## config.mk

```make
export PLATFORM = sky130hd
export DESIGN_NAME = multicycle_control
export DESIGN_NICKNAME = d
export VERILOG_FILES = /design/src/rtl/multicycle_control_pkg.sv /design/src/rtl/multicycle_control_opcode_classifier.sv /design/src/rtl/multicycle_control.sv
export SDC_FILE = /design/constraint.sdc
export NUM_CORES = 1
export LEC_CHECK = 0
export ABC_AREA = 1
export BUFFER_PORTS_ARGS = -buffer_cell sky130_fd_sc_hd__buf_2
export CORE_ASPECT_RATIO = 0.6
export CORE_MARGIN = 4
export CORE_UTILIZATION = 51
export CTS_BUF_LIST = sky130_fd_sc_hd__clkbuf_8
export DETAILED_ROUTE_END_ITERATION = 16
export MAX_ROUTING_LAYER = met4
export PLACE_DENSITY = 0.78
export SLEW_MARGIN = 10
export SYNTH_ARGS = -nofsm -noshare
export SYNTH_HDL_FRONTEND = slang
export SYNTH_SLANG_ARGS = --single-unit
```

## constraint.sdc

```tcl
create_clock -name clk -period 1.5 [get_ports clk]
set_input_delay 0.3 -clock clk [delete_from_list [all_inputs] [get_ports clk]]
set_output_delay 0.3 -clock clk [all_outputs]
set_load 0.03 [all_outputs]
```

## src/rtl/multicycle_control_pkg.sv

```systemverilog
// Shared encodings for the multi-cycle LEGv8 control path: FSM states, opcode
// classes, opcode match constants, ALU selects and the Moore output decode.
package multicycle_control_pkg;

    typedef enum logic [3:0] {
        ST_IDLE     = 4'd0,
        ST_FETCH    = 4'd1,
        ST_DECODE   = 4'd2,
        ST_MEM_ADDR = 4'd3,
        ST_MEM_RD   = 4'd4,
        ST_MEM_WB   = 4'd5,
        ST_MEM_WR   = 4'd6,
        ST_R_EXEC   = 4'd7,
        ST_R_WB     = 4'd8,
        ST_CBZ_EXEC = 4'd9,
        ST_B_EXEC   = 4'd10,
        ST_ILLEGAL  = 4'd11,
        ST_TRAP     = 4'd12
    } state_e;

    typedef enum logic [2:0] {
        CLS_NONE = 3'd0,
        CLS_R    = 3'd1,
        CLS_LDUR = 3'd2,
        CLS_STUR = 3'd3,
        CLS_CBZ  = 3'd4,
        CLS_B    = 3'd5
    } op_class_e;

    localparam logic [10:0] OP_LDUR   = 11'b11111000010;
    localparam logic [10:0] OP_STUR   = 11'b11111000000;
    localparam logic [7:0]  OP_CBZ_HI = 8'b10110100;
    localparam logic [5:0]  OP_B_HI   = 6'b000101;
    localparam logic [3:0]  OP_R_MID  = 4'b0101;

    localparam logic [1:0] ALUOP_ADD    = 2'b00;
    localparam logic [1:0] ALUOP_PASS_B = 2'b01;
    localparam logic [1:0] ALUOP_RTYPE  = 2'b10;

    localparam logic [1:0] SRCB_REG  = 2'b00;
    localparam logic [1:0] SRCB_FOUR = 2'b01;
    localparam logic [1:0] SRCB_IMM  = 2'b10;
    localparam logic [1:0] SRCB_BR   = 2'b11;

    localparam logic [1:0] PCSRC_ALU    = 2'b00;
    localparam logic [1:0] PCSRC_ALUOUT = 2'b01;

    typedef struct packed {
        logic       pc_write;
        logic       pc_write_cond;
        logic       iord;
        logic       mem_read;
        logic       mem_write;
        logic       mem_to_reg;
        logic       reg_write;
        logic       reg2loc;
        logic       alu_src_a;
        logic [1:0] alu_src_b;
        logic [1:0] alu_op;
        logic [1:0] pc_source;
        logic       instr_done;
        logic       illegal;
    } ctrl_t;

    // Pure state-decoded outputs; handshake-gated terms are added in the top.
    function automatic ctrl_t moore_ctrl(input state_e s);
        ctrl_t c;
        c = '0;
        case (s)
            ST_FETCH: begin
                c.mem_read  = 1'b1;
                c.alu_src_b = SRCB_FOUR;
                c.alu_op    = ALUOP_ADD;
                c.pc_source = PCSRC_ALU;
            end
            ST_DECODE: begin
                c.alu_src_b = SRCB_BR;
                c.alu_op    = ALUOP_ADD;
            end
            ST_MEM_ADDR: begin
                c.alu_src_a = 1'b1;
                c.alu_src_b = SRCB_IMM;
                c.alu_op    = ALUOP_ADD;
            end
            ST_MEM_RD: begin
                c.iord     = 1'b1;
                c.mem_read = 1'b1;
            end
            ST_MEM_WB: begin
                c.reg_write  = 1'b1;
                c.mem_to_reg = 1'b1;
                c.instr_done = 1'b1;
            end
            ST_MEM_WR: begin
                c.iord      = 1'b1;
                c.mem_write = 1'b1;
                c.reg2loc   = 1'b1;
            end
            ST_R_EXEC: begin
                c.alu_src_a = 1'b1;
                c.alu_src_b = SRCB_REG;
                c.alu_op    = ALUOP_RTYPE;
            end
            ST_R_WB: begin
                c.reg_write  = 1'b1;
                c.instr_done = 1'b1;
            end
            ST_CBZ_EXEC: begin
                c.alu_src_a     = 1'b1;
                c.alu_src_b     = SRCB_REG;
                c.alu_op        = ALUOP_PASS_B;
                c.reg2loc       = 1'b1;
                c.pc_write_cond = 1'b1;
                c.pc_source     = PCSRC_ALUOUT;
                c.instr_done    = 1'b1;
            end
            ST_B_EXEC: begin
                c.pc_write   = 1'b1;
                c.pc_source  = PCSRC_ALUOUT;
                c.instr_done = 1'b1;
            end
            ST_ILLEGAL: begin
                c.illegal    = 1'b1;
                c.instr_done = 1'b1;
            end
            ST_TRAP: c.illegal = 1'b1;
            default: ;
        endcase
        return c;
    endfunction

endpackage

```

## src/rtl/multicycle_control_opcode_classifier.sv

```systemverilog
// Combinational opcode classifier: IR[31:21] -> instruction class used by the
// main control FSM.
module multicycle_control_opcode_classifier
    import multicycle_control_pkg::*;
(
    input  logic [10:0] instr_op_i,
    output logic [2:0]  op_class_o
);

    always_comb begin
        op_class_o = CLS_NONE;
        if (instr_op_i[10] && (instr_op_i[7:4] == OP_R_MID) && (instr_op_i[2:0] == 3'b000))
            op_class_o = CLS_R;
        else if (instr_op_i == OP_LDUR)
            op_class_o = CLS_LDUR;
        else if (instr_op_i == OP_STUR)
            op_class_o = CLS_STUR;
        else if (instr_op_i[10:3] == OP_CBZ_HI)
            op_class_o = CLS_CBZ;
        else if (instr_op_i[10:5] == OP_B_HI)
            op_class_o = CLS_B;
    end

endmodule

```

## src/rtl/multicycle_control.sv

```systemverilog
// Main control FSM for the multi-cycle LEGv8 datapath with a bounded memory wait.
// Define ILLEGAL_TRAP_EN to lock up in TRAP on undefined opcodes instead of NOP-ing.
module multicycle_control
    import multicycle_control_pkg::*;
#(
    parameter int MEM_WAIT_MAX = 15
) (
    input  logic        clk,
    input  logic        reset,
    input  logic [10:0] instr_op,
    input  logic        mem_ready,
    output logic        PCWrite,
    output logic        PCWriteCond,
    output logic        IorD,
    output logic        MemRead,
    output logic        MemWrite,
    output logic        IRWrite,
    output logic        MemtoReg,
    output logic        RegWrite,
    output logic        Reg2Loc,
    output logic        ALUSrcA,
    output logic [1:0]  ALUSrcB,
    output logic [1:0]  ALUOp,
    output logic [1:0]  PCSource,
    output logic        instr_done,
    output logic        mem_err,
    output logic        illegal
);

    localparam logic [7:0] WAIT_LAST = 8'(MEM_WAIT_MAX - 1);

    state_e     state_q, state_d;
    op_class_e  cls_q, cls_d, cls_now;
    logic [7:0] wait_q, wait_d;
    ctrl_t      ctrl_q;
    logic [2:0] cls_bits;
    logic       waiting, timeout, fetch_done;

    multicycle_control_opcode_classifier u_classifier (
        .instr_op_i (instr_op),
        .op_class_o (cls_bits)
    );

    assign cls_now    = op_class_e'(cls_bits);
    assign waiting    = (state_q == ST_FETCH) || (state_q == ST_MEM_RD) || (state_q == ST_MEM_WR);
    // mem_ready wins over an expiring wait in the same cycle.
    assign timeout    = waiting && !mem_ready && (wait_q == WAIT_LAST);
    assign fetch_done = (state_q == ST_FETCH) && mem_ready;

    always_comb begin
        // NOTE: every variable gets a default before the case so no path leaves it unassigned (no latch).
        state_d = state_q;
        cls_d   = cls_q;
        case (state_q)
            ST_IDLE:   state_d = ST_FETCH;
            ST_FETCH:  if (mem_ready) state_d = ST_DECODE;
            ST_DECODE: begin
                cls_d = cls_now;
                case (cls_now)
                    CLS_R:             state_d = ST_R_EXEC;
                    CLS_LDUR, CLS_STUR: state_d = ST_MEM_ADDR;
                    CLS_CBZ:           state_d = ST_CBZ_EXEC;
                    CLS_B:             state_d = ST_B_EXEC;
`ifdef ILLEGAL_TRAP_EN
                    default:           state_d = ST_TRAP;
`else
                    default:           state_d = ST_ILLEGAL;
`endif
                endcase
            end
            ST_MEM_ADDR: state_d = (cls_q == CLS_LDUR) ? ST_MEM_RD : ST_MEM_WR;
            ST_MEM_RD:   if (mem_ready) state_d = ST_MEM_WB;
            ST_MEM_WR:   if (mem_ready) state_d = ST_FETCH;
            ST_R_EXEC:   state_d = ST_R_WB;
            ST_TRAP:     state_d = ST_TRAP;
            default:     state_d = ST_FETCH;
        endcase
        if (timeout)
            state_d = ST_FETCH;
        wait_d = (waiting && !mem_ready && !timeout) ? wait_q + 8'd1 : 8'd0;
    end

    // Moore outputs are registered from the next state so they line up with state_q.
    always_ff @(posedge clk or posedge reset) begin
        if (reset) begin
            state_q <= ST_IDLE;
            cls_q   <= CLS_NONE;
            wait_q  <= 8'd0;
            ctrl_q  <= '0;
        end else begin
            // NOTE: sequential state uses non-blocking assignments so all registers update from pre-edge values.
            state_q <= state_d;
            cls_q   <= cls_d;
            wait_q  <= wait_d;
            ctrl_q  <= moore_ctrl(state_d);
        end
    end

    assign PCWrite     = ctrl_q.pc_write | fetch_done;
    assign PCWriteCond = ctrl_q.pc_write_cond;
    assign IorD        = ctrl_q.iord;
    assign MemRead     = ctrl_q.mem_read;
    assign MemWrite    = ctrl_q.mem_write;
    assign IRWrite     = fetch_done;
    assign MemtoReg    = ctrl_q.mem_to_reg;
    assign RegWrite    = ctrl_q.reg_write;
    assign Reg2Loc     = ctrl_q.reg2loc |
                         ((state_q == ST_DECODE) && ((cls_now == CLS_STUR) || (cls_now == CLS_CBZ)));
    assign ALUSrcA     = ctrl_q.alu_src_a;
    assign ALUSrcB     = ctrl_q.alu_src_b;
    assign ALUOp       = ctrl_q.alu_op;
    assign PCSource    = ctrl_q.pc_source;
    assign instr_done  = ctrl_q.instr_done | ((state_q == ST_MEM_WR) && mem_ready);
    assign mem_err     = timeout;
    assign illegal     = ctrl_q.illegal;

endmodule

```

==> results.yml, run 1 <==
status:
  status: "finished, violations left"
  violations: "setup timing"
setup_path:
  timing.rr.start: "state_q[0]"
  crit_family: "simple AND/OR/NAND/NOR gates"
  worstPathArrival_ns: 1.89
  r2r_cells: 11
  cp_slowest_stage_delay_ns: 0.45
  worst-endpoint-required_ns: 1.66
  end_kind: "flop"
  critPathMaxFanout: 5
  rrSetupSlack_ns: -0.23
  crit_chain: "inv_2, buf_4, nand3_2, nand2_2, nand2_4, buf_4, nand3_2, nor2_4, nor2_4, nand2_1, nand2_1"
  slowest_stage: "dfrtp_2"
  r2r_end: "ALUSrcB[0]"
  startpoint: "state_q[0]"
  crit_type: "reg -> reg"
  critPathLaunchType: "flop"
  worstPathBufferInverterCount: 3
sta:
  slew_viol_final: 0
  hold_viol_final: 0
  setup_viol: 18
  fmax_ghz: 0.5789
  slew_headroom: 0.6142
  rsz0062_at_grt: "yes"
  final.period_utilization: 1.152
  period_needed_ns: 1.727
  finClkSkew_ns: 0.009296
  layout_setup_ws_ns: -0.2274
  tightest_slew_ns: 0.5742
detailed_routing:
  avgRoutedWirePerCell_um: 14.97
  wl_mm: 4.714
  drt-vias-per-instance: 5.025
  drc: 0
  drt_iter0_drc: 191
  num_vias: 1583
  firstDrtPassIters: 4
  ant_nets: 0
power_and_ir_drop:
  intPower_mw: 2.403
  clockPowerShare: 0.139
  seq_power_share: 0.274
  swShare: 0.4582
  power_density_nw_per_um2: 1894
  leakagePower_nw: 1.294
  switchingPower_mw: 2.033
  power_frac_comb: 0.587
  power.total_mw: 4.436
  vdd.ir_drop.worst_uv: 1153
layout:
  layout.cells.non_filler: 315
  mostFrequentLayoutCells: "nand2_1 (39), dfrtp_1 (29), inv_1 (29), buf_4 (29), buf_2 (26)"
  nNetsFinal: 288
  area_growth_pct: 41.82
  fin_area_sq_um: 2342
  final_util: 0.7849
  n_antenna_cell: 0
  mostFrequentLayoutCell: "nand2_1"
  drive_gt1_frac: 0.4432
clocking:
  cts_max_level: 2
  cts_hold_buf: 0
  clk_path_buf_depth: 2
  cts_tree: "done"
  cts_made_buffers: 5
  clkLatencyLatePin_ns: 0.28
  root_buffer: "clkbuf_8"
  clkSinkCount: 31
  clk_pin_slew_ns: 0.07
logic_synthesis:
  synth_edf_count: 0
  synth_ff_type: "dfrtp_1"
  synth-async-reset-ratio: 1.000
  synth_top_area_frac: 0.4697
  synth_top_area_cell: "dfrtp_1"
  ys_seq_elements: 31
  synth_area_per_cell_sq_um: 7.902
  synth_warnings: 0
  ys_types: 30
  syn-num-nets: 225
  synth-seq-area-share: 0.4697
  synth_area_sq_um: 1652
  synthCells: 209
  netlist_top_cells_area: "dfrtp_1 (47%), nand2_1 (9.5%), inv_1 (6.8%)"
placement:
  dp_hpwl_mm: 2.974
  routabilityCongestion: 0.8857
  place_area_sq_um: 1957
  port-buffer-count: 31
  dp_cells: 295
  pre_cts_ws_ns: -0.1196
die:
  start_util: 0.5535
  dieArea_sq_um: 4243
  rows: 15
  die_w_um: 81.47
  die_h_um: 52.08
  boundaryPins: 33
  core-area_sq_um: 2984
grt:
  overflow: 0
  gr-usage-all-layers: 0.2589
  grt_pass1_vias: 1672
  grt_pass1_wl_mm: 7.659
  antenna_found_initial: 0
  grt_start_max_net_pins: 32
worst_hold_path:
  hold_path.class: "in -> async"
job:
  cap_viol_max_count: 0
-- power groups by stage --
stage	Sequential, mW	Combinational [mW]	Clock, mW
6_report	1.22	2.60	0.615
4_1_cts	1.21	2.33	0.623
3_5_place_dp	1.20	1.91	0
2_1_floorplan	1.30	1.20	0
5_1_grt	1.24	2.79	0.673
3_3_place_gp	1.19	1.89	0
-- cells by family after synthesis --
group,synth area share
xor gates and xnor gates,0.005304
buffers and inverters,0.1106
AOI/OAI and AO/OA,0.05000
adders and majority gates,0.01515
DFF,0.4697
and+or+nand+nor,0.3470
other,0.002271
-- flip-flops by register name, summed over array words and instances (netlist names) --
register     flops
cls_q            3
wait_q           8
ALUSrcB          2
RegWrite         1
ALUSrcA          1
IorD             1
state_q          4
ctrl_q           3
MemWrite         1
PCSource         1
MemtoReg         1
illegal          1
ALUOp            2
MemRead          1
PCWriteCond      1
-- timing repair --
action,CTS,global route
setup endpoints to repair,18,24
setup buffers,11,1
pin swaps,11,5
gates cloned,0,0
resized for setup,38,16
-- stage by stage --
stage / hold slack (ns) / setup TNS, ns
after floorplan: 0.4035 / 0
after global placement: 0.3896 / -0.6536
after detailed placement: 0.4006 / -1.000
after CTS: 0.09363 / -1.800
after global routing: 0.1128 / -4.008
final: 0.08018 / -2.604
-- area by class of cell --
cell class              count  area, sq um
repair buffers             62        426.7
clock buffers               5        68.82
flip-flops and latches     31        778.2
inverters                  36        145.1
multi-input cells         136        858.3
fillers                   194        641.9
clock inverters             3        12.51
well taps                  42        52.55
-- metal layers --
layer	vias up	track usage	wire (um)
li1	765	-	-
met1	740	0.3326	2116
met2	65	0.3838	2164
met3	13	0.06747	328
met4	0	0.1208	104
met5	-	-	0
-- cell usage after synthesis, drive strengths merged, types with 2 or more instances --
master / n
o21ai: 7
a21oi: 4
nor3: 6
nor3b: 2
nand2: 48
nand3: 16
inv: 34
nand4: 4
buf: 6
ha: 2
nor2: 39
dfrtp: 31
clkinv: 2
-- worst max-delay path by stage --
stage | endpoint | cells after the start
after floorplan | IorD | 10
after global placement | ALUSrcB[0] | 8
after detailed placement | ALUSrcB[0] | 8
after CTS | mem_err | 6
after global routing | ALUSrcB[0] | 9
final | ALUSrcB[0] | 11
-- worst reg2reg max path, delay by kind of cell, from the launching register on --
family / cells / cell delay (ns)
and+or+nand+nor: 8 / 0.78
DFF: 1 / 0.45
buffers and inverters: 3 / 0.39
No activity file was read; power rests on OpenSTA's default activity.
==> inputs of run 2 (changes only) <==
--- a/config.mk
+++ b/config.mk
@@ -9,11 +9,10 @@
 export BUFFER_PORTS_ARGS = -buffer_cell sky130_fd_sc_hd__buf_2
 export CORE_ASPECT_RATIO = 0.6
 export CORE_MARGIN = 4
-export CORE_UTILIZATION = 51
-export CTS_BUF_LIST = sky130_fd_sc_hd__clkbuf_8
+export CORE_UTILIZATION = 49
 export DETAILED_ROUTE_END_ITERATION = 16
 export MAX_ROUTING_LAYER = met4
-export PLACE_DENSITY = 0.78
+export PLACE_DENSITY = 0.75
 export SLEW_MARGIN = 10
 export SYNTH_ARGS = -nofsm -noshare
 export SYNTH_HDL_FRONTEND = slang
==> results.yml, run 2 (synthesis gave the netlist of run 1 again) <==
status:
  status: "finished, violations left"
  violations: "setup timing"
clocking:
  cts_max_level: 2
  cts_hold_buf: 0
  clkLatencyLatePin_ns: 0.29
  root_buffer: "clkbuf_8"
  cts_made_buffers: 5
  clk_pin_slew_ns: 0.07
  clkSinkCount: 31
  cts_tree: "done"
  clk_path_buf_depth: 2
setup_path:
  cp.depth: 7
  r2r_cells: 11
  worst-endpoint-required_ns: 1.20
  cp_slowest_stage_delay_ns: 0.41
  r2r_end: "cls_q[1]"
  rrSetupSlack_ns: -0.16
  crit_chain: "inv_1, ha_2, nand3_2, nor2_4, nand2_4, clkinv_4, buf_6"
  worstPathBufferInverterCount: 3
  startpoint: "wait_q[0]"
  worstPathArrival_ns: 1.44
  end_kind: "output port"
  critPathCapture: "mem_err"
  crit_family: "flip-flops"
  slowest_stage: "dfrtp_1"
  critPathMaxFanout: 2
  crit_type: "reg -> out"
  timing.rr.start: "wait_q[0]"
  critPathLaunchType: "flop"
grt:
  antenna_found_initial: 0
  grt_start_max_net_pins: 32
  met2_usage: 0.3311
  overflow: 0
  gr-usage-all-layers: 0.2238
  grt_pass1_vias: 1504
  met3_usage: 0.08554
  grt_util_met1: 0.2853
  grt_pass1_wl_mm: 7.100
  top_usage_layer: "met2"
placement:
  dp_cells: 298
  routabilityCongestion: 0.9019
  port-buffer-count: 31
  place_area_sq_um: 1961
  dp_hpwl_mm: 2.920
die:
  rows: 16
  die_h_um: 52.97
  start_util: 0.5093
  die_w_um: 82.95
  core-area_sq_um: 3243
  dieArea_sq_um: 4394
  boundaryPins: 33
layout:
  regMostFlops: "wait_q"
  mostFrequentLayoutCells: "nand2_1 (36), buf_4 (31), dfrtp_1 (28)"
  n_antenna_cell: 0
  mostFrequentLayoutCell: "nand2_1"
  largest_reg_flops: 8
  fillers: 219
  nNetsFinal: 292
  drive_gt1_frac: 0.4657
  area_growth_pct: 47.35
  fin_area_sq_um: 2434
  largestRegisters: "wait_q: 8 flops, state_q: 4 flops"
  layout.cells.non_filler: 322
power_and_ir_drop:
  power.total_mw: 4.874
  power_density_nw_per_um2: 2003
  leakagePower_nw: 1.331
  vdd.ir_drop.worst_uv: 1107
detailed_routing:
  wl_mm: 4.676
  num_vias: 1614
  avgRoutedWirePerCell_um: 14.52
  ant_nets: 0
  drc: 0
  firstDrtPassIters: 4
  drt_iter0_drc: 126
  drt-vias-per-instance: 5.012
job:
  cap_viol_max_count: 0
sta:
  finClkSkew_ns: 0.008334
  slew_viol_final: 0
  rsz0062_at_grt: "yes"
  hold_viol_final: 0
  fmax_ghz: 0.5743
  hold_ws_ns: 0.07110
  tightest_slew_ns: 0.5516
  layout_setup_ws_ns: -0.2412
  setup_viol: 29
  final.period_utilization: 1.161
  slew_headroom: 0.6298
  period_needed_ns: 1.741
worst_hold_path:
  hold_path.class: "in -> async"
-- run 2: cell types whose count changed in the layout (fill, tap and decap cells not counted), moves of 2 or more --
cell	change
inv_1	-3
nand2_1	-3
nor3b_2	-2
buf_4	+2
nor3b_1	+2
nor3_1	+3
nand2_2	+2
nor3_2	-3
-- run 2: how the worst min path moves through the flow --
stage | startpoint | to | cells after the start
finish | reset | ctrl_q[1] | 3
floorplan | reset | ALUOp[0] | 1
global placement | reset | ctrl_q[1] | 3
global route | reset | ctrl_q[16] | 3
CTS | reset | ctrl_q[1] | 3
detailed placement | reset | ctrl_q[16] | 3
-- run 2: per-stage QoR --
stage	util	setup TNS, ns	setup WS, ns
2_1_floorplan	-	0	0.01512
3_3_place_gp	0.6046	-0.8294	-0.09993
3_5_place_dp	0.6046	-1.091	-0.1283
4_1_cts	0.7126	-2.999	-0.2647
5_1_grt	0.7504	-5.482	-0.3107
6_report	0.7504	-3.232	-0.2412
-- run 2: repair_timing --
item	in CTS	in global routing
buffers inserted	11	6
pin swaps	8	13
endpoints found under the setup margin	17	25
resized for setup	41	20
-- run 2: layout make-up --
cell class	count	area, sq um	share of cell area
clock buffer	6	82.58	0.03393
clock inverter	2	35.03	0.01440
inverter	36	145.1	0.05964
multi-input combinational	136	862.1	0.3542
sequential	31	779.5	0.3203
tap	45	56.30	0.02314
timing repair buffer	66	473.0	0.1943
-- run 2: worst register-to-register path: cells and delay by family (launching register included) --
kind / cells / cell delay, ns
simple gates: 8 / 0.76
buf+inv: 2 / 0.26
fa+ha+maj: 1 / 0.17
flops: 1 / 0.41
-- run 2: power breakdown --
part	total [mW]	internal, mW	switching [mW]	leakage [nW]
sequential	1.22	1.07	0.154	0.413
combinational	2.78	1.15	1.64	0.858
clock	0.868	0.537	0.331	0.0612
-- run 2: routing by layer --
metal	up-vias	wire (um)	share of wire
met5	-	0	0
met4	0	46	0.0098
met3	6	441	0.094
met2	77	2102	0.45
met1	753	2085	0.45
li1	778	-	-
